`config.mk`:
```
export PLATFORM = sky130hd
export DESIGN_NAME = clkgen_cfg_ctrl
export DESIGN_NICKNAME = d
export VERILOG_FILES = /design/src/rtl/clkgen_cfg_ctrl.sv
export SDC_FILE = /design/constraint.sdc
export NUM_CORES = 1
export LEC_CHECK = 0
export ABC_AREA = 1
export BUFFER_PORTS_ARGS = -buffer_cell sky130_fd_sc_hd__buf_2
export CORE_UTILIZATION = 45
export DETAILED_ROUTE_END_ITERATION = 8
export PLACE_DENSITY = 0.72
export SYNTH_ARGS = -nofsm -noshare
export SYNTH_HDL_FRONTEND = slang
export SYNTH_SLANG_ARGS = --single-unit
```
`constraint.sdc`:
```
create_clock -name clk -period 4.7 [get_ports clk]
set_input_delay 1.41 -clock clk [delete_from_list [all_inputs] [get_ports clk]]
set_output_delay 1.41 -clock clk [all_outputs]
set_load 0.01 [all_outputs]
```
`src/rtl/clkgen_cfg_ctrl.sv`:
```
// Clock generator run-time configuration sequencer: stop, update shadow, settle, restart.
// Phase tester capture (MEASURE state + synchronizer) is built only with CLKGEN_PHASE_CHECK_EN.
module clkgen_cfg_ctrl #(
  parameter int unsigned STOP_CYC           = 8,
  parameter int unsigned SETTLE_CYC         = 64,
  parameter int unsigned MEAS_CYC           = 256,
  parameter logic [3:0]  DIV_DEFAULT        = 4'd1,
  parameter logic [3:0]  TAP_COARSE_DEFAULT = 4'd0,
  parameter logic [3:0]  TAP_FINE_DEFAULT   = 4'd0
) (
  input  logic         clk,
  input  logic         rst,
  input  logic         req_valid,
  output logic         req_ready,
  input  logic [1:0]   req_cmd,
  input  logic [3:0]   req_ch,
  input  logic [7:0]   req_data,
  output logic         resp_valid,
  output logic [1:0]   resp_status,
  output logic [15:0]  resp_phase1,
  output logic [15:0]  resp_phase2,
  output logic         busy,
  output logic         scan_clk_start,
  output logic [3:0]   scan_tap_sel_coarse,
  output logic [3:0]   scan_tap_sel_fine,
  output logic [63:0]  div_bus,
  output logic [127:0] phase_sel_bus,
  input  logic [15:0]  phase_re1,
  input  logic [15:0]  phase_re2
);

  // state    | meaning
  // BOOT     | power-up settle wait before first oscillator start
  // IDLE     | ready for a host command
  // STOP     | oscillator held off before the shadow update
  // APPLY    | single-cycle update of the addressed field
  // SETTLE   | wait for the new setting to settle
  // START    | oscillator re-enabled
  // MEASURE  | wait, then capture synchronized phase tester results
  // DONE     | one-cycle response pulse
  typedef enum logic [2:0] {
    S_BOOT, S_IDLE, S_STOP, S_APPLY, S_SETTLE, S_START, S_MEASURE, S_DONE
  } state_t;

  localparam logic [15:0] LD_STOP   = 16'(STOP_CYC - 1);
  localparam logic [15:0] LD_SETTLE = 16'(SETTLE_CYC - 1);

  state_t         r_state;
  logic [15:0]    r_cnt;
  logic           r_boot;
  logic [1:0]     r_cmd;
  logic [3:0]     r_ch;
  logic [7:0]     r_data;
  logic           r_req_ready, r_busy, r_clk_start;
  logic [3:0]     r_coarse, r_fine;
  logic [63:0]    r_div;
  logic [127:0]   r_phase;
  logic           r_resp_valid;
  logic [1:0]     r_resp_status;
  logic [15:0]    r_resp_phase1, r_resp_phase2;
  logic           w_same;

`ifdef CLKGEN_PHASE_CHECK_EN
  localparam logic [15:0] LD_MEAS = 16'(MEAS_CYC - 1);
  logic [15:0] r_re1_m, r_re1_s, r_re2_m, r_re2_s;

  always_ff @(posedge clk) begin
    if (rst) begin
      r_re1_m <= '0;
      r_re1_s <= '0;
      r_re2_m <= '0;
      r_re2_s <= '0;
    end else begin
      r_re1_m <= phase_re1;
      r_re1_s <= r_re1_m;
      r_re2_m <= phase_re2;
      r_re2_s <= r_re2_m;
    end
  end
`else
  // Inputs and parameter that only the capture path consumes.
  logic w_unused_phase;
  assign w_unused_phase = ^{phase_re1, phase_re2, 16'(MEAS_CYC)};
`endif

  always_comb begin
    w_same = 1'b0;
    case (req_cmd)
      2'd0:    w_same = (r_div[{req_ch, 2'b00} +: 4] == req_data[3:0]);
      2'd1:    w_same = (r_phase[{req_ch, 3'b000} +: 8] == req_data);
      2'd2:    w_same = ({r_coarse, r_fine} == req_data);
      default: w_same = 1'b0;
    endcase
  end

  always_ff @(posedge clk) begin
    if (rst) begin
      r_state       <= S_BOOT;
      r_cnt         <= LD_SETTLE;
      r_boot        <= 1'b1;
      r_cmd         <= '0;
      r_ch          <= '0;
      r_data        <= '0;
      r_req_ready   <= 1'b0;
      r_busy        <= 1'b1;
      r_clk_start   <= 1'b0;
      r_coarse      <= TAP_COARSE_DEFAULT;
      r_fine        <= TAP_FINE_DEFAULT;
      r_div         <= {16{DIV_DEFAULT}};
      r_phase       <= '0;
      r_resp_valid  <= 1'b0;
      r_resp_status <= 2'b00;
      r_resp_phase1 <= '0;
      r_resp_phase2 <= '0;
    end else begin
      r_resp_valid <= 1'b0;
      case (r_state)
        S_BOOT: begin
          if (r_cnt == 16'd0) r_state <= S_START;
          else                r_cnt   <= r_cnt - 16'd1;
        end
        S_IDLE: begin
          if (req_valid && r_req_ready) begin
            r_cmd       <= req_cmd;
            r_ch        <= req_ch;
            r_data      <= req_data;
            r_req_ready <= 1'b0;
            r_busy      <= 1'b1;
            if (req_cmd == 2'd3) begin
`ifdef CLKGEN_PHASE_CHECK_EN
              r_state <= S_MEASURE;
              r_cnt   <= LD_MEAS;
`else
              r_state       <= S_DONE;
              r_resp_valid  <= 1'b1;
              r_resp_status <= 2'b10;
`endif
            end else if (w_same) begin
              r_state       <= S_DONE;
              r_resp_valid  <= 1'b1;
              r_resp_status <= 2'b01;
            end else begin
              r_state     <= S_STOP;
              r_cnt       <= LD_STOP;
              r_clk_start <= 1'b0;
            end
          end
        end
        S_STOP: begin
          if (r_cnt == 16'd0) r_state <= S_APPLY;
          else                r_cnt   <= r_cnt - 16'd1;
        end
        S_APPLY: begin
          case (r_cmd)
            2'd0: r_div[{r_ch, 2'b00} +: 4]    <= r_data[3:0];
            2'd1: r_phase[{r_ch, 3'b000} +: 8] <= r_data;
            2'd2: begin
              r_coarse <= r_data[7:4];
              r_fine   <= r_data[3:0];
            end
            default: ;
          endcase
          r_state <= S_SETTLE;
          r_cnt   <= LD_SETTLE;
        end
        S_SETTLE: begin
          if (r_cnt == 16'd0) r_state <= S_START;
          else                r_cnt   <= r_cnt - 16'd1;
        end
        S_START: begin
          r_clk_start <= 1'b1;
          if (r_boot) begin
            r_boot      <= 1'b0;
            r_state     <= S_IDLE;
            r_req_ready <= 1'b1;
            r_busy      <= 1'b0;
          end else begin
`ifdef CLKGEN_PHASE_CHECK_EN
            r_state <= S_MEASURE;
            r_cnt   <= LD_MEAS;
`else
            r_state       <= S_DONE;
            r_resp_valid  <= 1'b1;
            r_resp_status <= 2'b00;
`endif
          end
        end
`ifdef CLKGEN_PHASE_CHECK_EN
        S_MEASURE: begin
          if (r_cnt == 16'd0) begin
            r_resp_phase1 <= r_re1_s;
            r_resp_phase2 <= r_re2_s;
            r_state       <= S_DONE;
            r_resp_valid  <= 1'b1;
            r_resp_status <= 2'b00;
          end else begin
            r_cnt <= r_cnt - 16'd1;
          end
        end
`endif
        S_DONE: begin
          r_state     <= S_IDLE;
          r_req_ready <= 1'b1;
          r_busy      <= 1'b0;
        end
        default: r_state <= S_BOOT;
      endcase
    end
  end

  assign req_ready           = r_req_ready;
  assign busy                = r_busy;
  assign scan_clk_start      = r_clk_start;
  assign scan_tap_sel_coarse = r_coarse;
  assign scan_tap_sel_fine   = r_fine;
  assign div_bus             = r_div;
  assign phase_sel_bus       = r_phase;
  assign resp_valid          = r_resp_valid;
  assign resp_status         = r_resp_status;
  assign resp_phase1         = r_resp_phase1;
  assign resp_phase2         = r_resp_phase2;

endmodule

```
==> impl_metrics.csv, run 1 <==
group,metric,value,unit
yosys,synth-async-reset-ratio,0,
global_routing,antenna_found_initial,1,
timing,slew_headroom,0.175,
routing,wl_met3,4.48,mm
hold_path,min_from,"phase_sel_bus[25]",
timing,timing_worst_slew_pin_value,1240,ps
worst_setup_path,ff2ff_path_depth,9,
global_routing,grt_max_degree,185,
placement,dp.final_hpwl,30.5,mm
yosys,ys.flop_type,"sky130_fd_sc_hd__dfxtp_1",
routing,detail_route.first_pass.iterations,6,
cts,holdBufCountCts,0,
worst_setup_path,critical_path.reg2reg.endpoint,"phase_sel_bus[127]",
routing,routed_wirelength,43.1,mm
yosys,syn_inst,1754,
yosys,number_of_warnings_reported_in_the_yosys_synthesis_log,0,
power,vdd_ir_drop_max,0.258,mV
worst_setup_path,crit_chain,"buf_4 > inv_4 > buf_12 > nand2_1 > nand3_1 > nand3_1 > nand2_1 > nand2_1 > nand2_1 > nand2_1 > nand3_1 > nand2_1 > nor2_1 > nand3_1 > o21bai_4 > nand2_4 > nand2_2 > nand2_1 > a21oi_1",
timing,fin_crit,3480,ps
floorplanning,floorplan.initialDensity,0.460,
timing,fin_skew,21.1,ps
global_routing,grt_resource_usage_total,0.307,
yosys,syn-mean-instance-area,6.83,um^2
layout,area_growth,17.0,%
yosys,post_synth_edffs,0,
worst_setup_path,regToRegStartpoint,"r_ch[0]",
worst_setup_path,timing.critical_path.max_delay_family,"simple AND/OR/NAND/NOR gates",
layout,final-seq-area,4800,um^2
timing,setup-tns-final,0,ps
cts,cts_tree,"yes",
layout,final.fill_count,2632,
yosys,synth_area_leader_cell,"sky130_fd_sc_hd__dfxtp_1",
timing,final-max-slew-violation-count,0,
worst_setup_path,crit_top_cell,"sky130_fd_sc_hd__nand2_1",
yosys,synth_seq_cells,240,
power,power_density,338,nW/um^2
routing,wl_met1,18.3,mm
worst_setup_path,worstSetupEndpoint,"r_cnt[12]",
worst_setup_path,cp.arrival,3940,ps
worst_setup_path,criticalPathCategory,"input pin to flip-flop",
global_routing,grt_pass1_wl,64.1,mm
timing,hold_ws,462,ps
yosys,netlist.area_leader.share,0.401,
hold_path,class_of_the_tightest_hold_or_removal_check,"flip-flop to flip-flop",
routing,dr_wl_met2,18.6,mm
routing,route.detailed.drc,0,
timing,timing.final.hold_violations,0,
timing,layout_worst_path_cycle_share,0.740,
yosys,post_syn_area,12000,um^2
cts,cts.reportedPaths.clkPinSlew,70,ps
cts,clock-sinks,240,
floorplanning,fp.dieArea,27300,um^2
layout,drive_above_1_share,0.165,
floorplanning,die-width,165,um
worst_setup_path,worstSetupPathDepth,19,
power,p_total,0.00474,W
worst_setup_path,worstPathMaxFanout,45,
routing,wl_per_cell,19.0,um
floorplanning,core.rowCount,59,
worst_setup_path,critical_path.endpoint_type,"flip-flop",
worst_setup_path,critPathMaxStageDelay,240,ps
worst_setup_path,crit_required,5170,ps
cts,cts_buffers,26,
routing,detailedRoute.firstIterationViolations,1340,
yosys,synth.area.top_cells,"sky130_fd_sc_hd__dfxtp_1 (40%), sky130_fd_sc_hd__nand2_1 (11%), sky130_fd_sc_hd__nand3_1 (8.7%), sky130_fd_sc_hd__a21oi_1 (8.0%), sky130_fd_sc_hd__o21ai_0 (7.1%)",
floorplanning,num_io_pins,287,
worst_setup_path,regToRegSetupSlack,1540,ps
layout,multi_input_combinational_cell_area,5740,um^2
worst_setup_path,critPathBufInv,3,
routing,final_antenna_net_count,0,
cts,clock_insertion_delay_worst_skew,550,ps
job,max_cap_viol_count,0,
routing,topRoutingLayerUsed,"met5",
placement,gpl.final_weighted_congestion,0.940,
worst_setup_path,crit_slowest_cell,"sky130_fd_sc_hd__buf_12",
floorplanning,die_height,165,um
cts,cts.repair.resized,0,
timing,timing.final.setup_violations,0,
placement,io_buffers,222,
routing,vias,12700,
timing,rsz_0062_raised_after_global_routing,"false",
status,run_status,"finished clean",
cts,cts_setup_buffers,0,
timing,maximum_operating_frequency,0.288,GHz
cts,htree_levels,1,
routing,routed_via_density,5.58,
floorplanning,design.core.area,26100,um^2
worst_setup_path,crit_path_start_kind,"input pin",
layout,post_layout_net_count,1967,
cts,root_buf_cell,"sky130_fd_sc_hd__clkbuf_16",
cts,clockBufferDepth,3,
global_routing,grt_remaining_overflow,0,
power,leakage,6.32,nW
yosys,seq_total_area_yosys,0.401,
global_routing,first_global_vias,11000,
yosys,yosys.cell_types.count,37,
worst_setup_path,start_point_of_the_critical_path,"req_ch[0]",
==> metrics by stage <==
step           setup slack [ps]  instance area (um^2)   util  instances
6_report                   1220                 14000  0.538       2266
4_1_cts                    1320                 14000  0.538       2265
5_1_grt                     992                 14000  0.538       2265
3_3_place_gp                796                 13100  0.502       2218
3_5_place_dp                752                 13100  0.502       2218
2_1_floorplan              1440                 12100      -       1785
==> worst min path at each step <==
stage / end / cells after the start
2_1_floorplan: r_boot / 2
3_3_place_gp: busy / 2
3_5_place_dp: phase_sel_bus[93] / 2
4_1_cts: phase_sel_bus[29] / 2
5_1_grt: phase_sel_bus[29] / 2
6_report: phase_sel_bus[25] / 2
==> logic make-up (layout without fill, tap and decap cells) <==
| group | count (synthesis) | in the layout | synth area share |
|---|---|---|---|
| adder cells (fa/ha/maj) | 7 | 7 | 0.00731 |
| AND/OR/NAND/NOR | 709 | 709 | 0.256 |
| flip-flops | 240 | 240 | 0.401 |
| AO/OA/AOI/OAI | 438 | 438 | 0.200 |
| other | 1 | 33 | 0.000313 |
| XOR/XNOR | 3 | 3 | 0.00219 |
| buffers and inverters | 356 | 501 | 0.133 |
==> power by group <==
group          total [W]  switching, W  internal [W]  leakage (nW)
Clock            0.00220      0.000871       0.00133         0.462
Combinational   0.000433      0.000284      0.000149          3.92
Sequential       0.00211     0.0000400       0.00207          1.93
==> flip-flops by register name, summed over array words and instances, names as in the netlist <==
name                 count
phase_sel_bus          128
div_bus                 64
r_cnt                   16
r_data                   8
r_ch                     4
scan_tap_sel_coarse      4
scan_tap_sel_fine        4
r_state                  3
r_cmd                    2
resp_status              2
busy                     1
r_boot                   1
req_ready                1
resp_valid               1
scan_clk_start           1
==> final cells by class <==
cell class,instances,share of cell area
Clock buffer,40,0.0595
Antenna cell,1,0.000179
Clock inverter,7,0.00705
Inverter,209,0.0565
Multi-Input combinational cell,1189,0.409
Tap cell,335,0.0299
Timing Repair Buffer,245,0.0945
Sequential cell,240,0.343
==> layout by cell type, fill, tap and decap left out, drive strengths merged, types with 2 or more instances in the layout <==
| cell | count |
|---|---|
| nand2 | 343 |
| buf | 245 |
| dfxtp | 240 |
| nand3 | 209 |
| inv | 208 |
| a21oi | 192 |
| o21ai | 171 |
| nor2 | 94 |
| clkbuf | 40 |
| o211ai | 34 |
| conb | 32 |
| a211oi | 27 |
| nor3 | 25 |
| nand4 | 23 |
| or2 | 13 |
| ha | 7 |
| a31oi | 6 |
| clkinv | 5 |
| o31ai | 2 |
| o21a | 2 |
| nand3b | 2 |
| xor2 | 2 |
| bufinv | 2 |
| o21bai | 2 |
==> metal layers <==
| layer | GRT usage | vias to the layer above |
|---|---|---|
| li1 | - | 6043 |
| met4 | 0.123 | 2 |
| met5 | 0 | - |
| met2 | 0.464 | 643 |
| met1 | 0.424 | 5864 |
| met3 | 0.0639 | 101 |
==> worst min-delay path, cell delays in order (launching register included) <==
cell	delay (ps)
sky130_fd_sc_hd__dfxtp_1	320
sky130_fd_sc_hd__inv_1	50
sky130_fd_sc_hd__a21oi_1	50
==> cells in the mapped netlist, types with 2 or more instances <==
master / count
sky130_fd_sc_hd__o31ai_1: 2
sky130_fd_sc_hd__o21ai_1: 2
sky130_fd_sc_hd__o21ai_0: 169
sky130_fd_sc_hd__buf_2: 33
sky130_fd_sc_hd__ha_1: 7
sky130_fd_sc_hd__o21a_1: 2
sky130_fd_sc_hd__buf_4: 37
sky130_fd_sc_hd__a21oi_1: 192
sky130_fd_sc_hd__nand4_1: 23
sky130_fd_sc_hd__nand3_1: 209
sky130_fd_sc_hd__nand2_1: 341
sky130_fd_sc_hd__a211oi_1: 27
sky130_fd_sc_hd__o211ai_1: 34
sky130_fd_sc_hd__nor3_2: 2
sky130_fd_sc_hd__clkbuf_1: 64
sky130_fd_sc_hd__nor3_1: 23
sky130_fd_sc_hd__or2_2: 13
sky130_fd_sc_hd__inv_2: 3
sky130_fd_sc_hd__xor2_1: 2
sky130_fd_sc_hd__nand3b_1: 2
sky130_fd_sc_hd__dfxtp_1: 240
sky130_fd_sc_hd__a31oi_1: 6
sky130_fd_sc_hd__nor2_1: 94
sky130_fd_sc_hd__buf_1: 4
sky130_fd_sc_hd__inv_1: 204
sky130_fd_sc_hd__buf_6: 8
Note: power is estimated with default switching activity, not from simulation.
==> run 2, diff against run 1 <==
Clock period 4.7 ns to 3.5 ns, I/O delays scaled along.
==> impl_metrics.csv, run 2 (synthesis results as in run 1) <==
group,metric,value,unit
routing,detail_route.first_pass.iterations,6,
layout,largest_register_ffs,128,
timing,maximum_operating_frequency,0.305,GHz
timing,setup-tns-final,0,ps
worst_setup_path,crit_chain,"inv_2 > ha_1 > xnor2_1 > inv_1 > nor2_1 > buf_4 > nand3_1 > o21ai_0 > a21oi_1",
cts,root_buf_cell,"sky130_fd_sc_hd__clkbuf_16",
timing,timing.final.setup_violations,0,
cts,cts.reportedPaths.clkPinSlew,60,ps
routing,wl_per_cell,18.9,um
status,run_status,"finished clean",
routing,route.detailed.drc,0,
worst_setup_path,crit_slowest_cell,"sky130_fd_sc_hd__nand3_1",
global_routing,grt_pass1_wl,64.6,mm
layout,layoutNonFillerInstCount,2293,
routing,routed_wirelength,43.3,mm
timing,final-max-slew-violation-count,0,
cts,clockBufferDepth,3,
floorplanning,design.core.area,26100,um^2
cts,cts.repair.resized,0,
worst_setup_path,critical_path.endpoint_type,"flip-flop",
global_routing,first_global_vias,11100,
layout,post_layout_net_count,1993,
global_routing,grt_resource_usage_total,0.308,
layout,layout.cells.most_common_list,"sky130_fd_sc_hd__nand2_1 (341), sky130_fd_sc_hd__dfxtp_1 (240), sky130_fd_sc_hd__buf_2 (221)",
cts,clock-sinks,240,
routing,routed_via_density,5.57,
worst_setup_path,timing.critical_path.max_delay_family,"simple AND/OR/NAND/NOR gates",
worst_setup_path,crit_required,3900,ps
worst_setup_path,critPathBufInv,3,
cts,cts_setup_buffers,0,
cts,clock_insertion_delay_worst_skew,540,ps
timing,layout_worst_path_cycle_share,0.938,
worst_setup_path,criticalPathCategory,"flip-flop to flip-flop",
layout,final_common_cell,"sky130_fd_sc_hd__nand2_1",
routing,final_antenna_net_count,0,
timing,fin_skew,17.4,ps
timing,timing.final.hold_violations,0,
worst_setup_path,worstPathMaxFanout,20,
power,power.sequential.fraction,0.446,
global_routing,grt_remaining_overflow,0,
worst_setup_path,cp.arrival,3680,ps
worst_setup_path,critPathMaxStageDelay,500,ps
global_routing,grt_max_degree,89,
timing,timing_worst_slew_pin_value,930,ps
floorplanning,core.rowCount,59,
power,leakage,6.45,nW
routing,detailedRoute.firstIterationViolations,1854,
hold_path,class_of_the_tightest_hold_or_removal_check,"flip-flop to flip-flop",
floorplanning,fp.dieArea,27300,um^2
cts,holdBufCountCts,0,
cts,cts_buffers,27,
job,max_cap_viol_count,0,
worst_setup_path,crit_path_start_kind,"flip-flop",
placement,io_buffers,222,
routing,vias,12800,
floorplanning,floorplan.initialDensity,0.460,
power,net-switching-power,0.00166,W
power,clock_power_share,0.459,
floorplanning,die-width,165,um
floorplanning,die_height,165,um
timing,slew_headroom,0.378,
floorplanning,num_io_pins,287,
timing,rsz_0062_raised_after_global_routing,"false",
layout,drive_above_1_share,0.176,
placement,placed_cells,2243,
power,power.combinational.fraction,0.095,
placement,gpl.final_weighted_congestion,0.979,
global_routing,antenna_found_initial,0,
layout,final.fill_count,2511,
power,internal-power,0.00471,W
cts,cts_tree,"yes",
power,power.switching_fraction,0.260,
timing,fin_crit,3280,ps
power,vdd_ir_drop_max,0.370,mV
placement,dp.final_hpwl,31.0,mm
power,power_density,447,nW/um^2
layout,area_growth,18.9,%
cts,htree_levels,1,
run 2: changes by cell type in the layout (fill, tap and decap cells not counted), moves of 2 or more:
| cell | change |
|---|---|
| sky130_fd_sc_hd__clkinv_4 | +3 |
| sky130_fd_sc_hd__clkinvlp_4 | +2 |
| sky130_fd_sc_hd__clkbuf_8 | -6 |
| sky130_fd_sc_hd__clkinv_2 | +2 |
| sky130_fd_sc_hd__buf_4 | +20 |
| sky130_fd_sc_hd__buf_12 | +5 |
run 2: cell type report:
cell class / count / area, um^2 / share of cell area
inverters: 209 / 790 / 0.0555
clock inverters: 13 / 134 / 0.00940
well taps: 335 / 419 / 0.0294
multi-input cells: 1189 / 5730 / 0.403
flip-flops and latches: 240 / 4800 / 0.338
diodes: 1 / 2.50 / 0.000176
clock buffers: 36 / 779 / 0.0548
repair buffers: 270 / 1570 / 0.111
run 2: through the flow:
stage	util	power, W	area [um^2]	worst slack (ps)	hold slack, ps
final	0.546	0.00637	14200	217	460
after global routing	0.546	0.00657	14200	19.5	483
after CTS	0.546	0.00637	14200	337	458
after detailed placement	0.511	0.00349	13300	170	445
after global placement	0.511	0.00347	13300	187	442
after floorplan	-	0.00337	12100	605	450
run 2: power by group through the flow:
stage / clock network [W] / logic (W) / registers, W
global route: 0.00305 / 0.000681 / 0.00284
floorplan: 0 / 0.000488 / 0.00288
finish: 0.00292 / 0.000605 / 0.00284
CTS: 0.00294 / 0.000598 / 0.00284
global placement: 0 / 0.000581 / 0.00289
detailed placement: 0 / 0.000594 / 0.00289
run 2: worst paths after layout:
path | start | end | slack (ps) | cells after the start
hold reg to reg | phase_sel_bus[17] | phase_sel_bus[17] | 460 | 2
hold / removal | phase_sel_bus[17] | phase_sel_bus[17] | 460 | 2
setup reg to reg | r_ch[0] | phase_sel_bus[16] | 220 | 9
setup / recovery | r_ch[0] | phase_sel_bus[16] | 220 | 9
run 2: worst register-to-register path: stages, from the launching register on:
cell and delay, ps:
sky130_fd_sc_hd__dfxtp_1 430, sky130_fd_sc_hd__inv_2 210, sky130_fd_sc_hd__ha_1 280, sky130_fd_sc_hd__xnor2_1 260, sky130_fd_sc_hd__inv_1 380, sky130_fd_sc_hd__nor2_1 400
sky130_fd_sc_hd__buf_4 210, sky130_fd_sc_hd__nand3_1 510, sky130_fd_sc_hd__o21ai_0 400, sky130_fd_sc_hd__a21oi_1 70
run 2: layer usage:
metal,track usage,part of all wire,routed length [um]
met1,0.426,0.42,18000
met2,0.475,0.44,19200
met3,0.0632,0.11,4730
met4,0.104,0.032,1370
met5,0,0,0
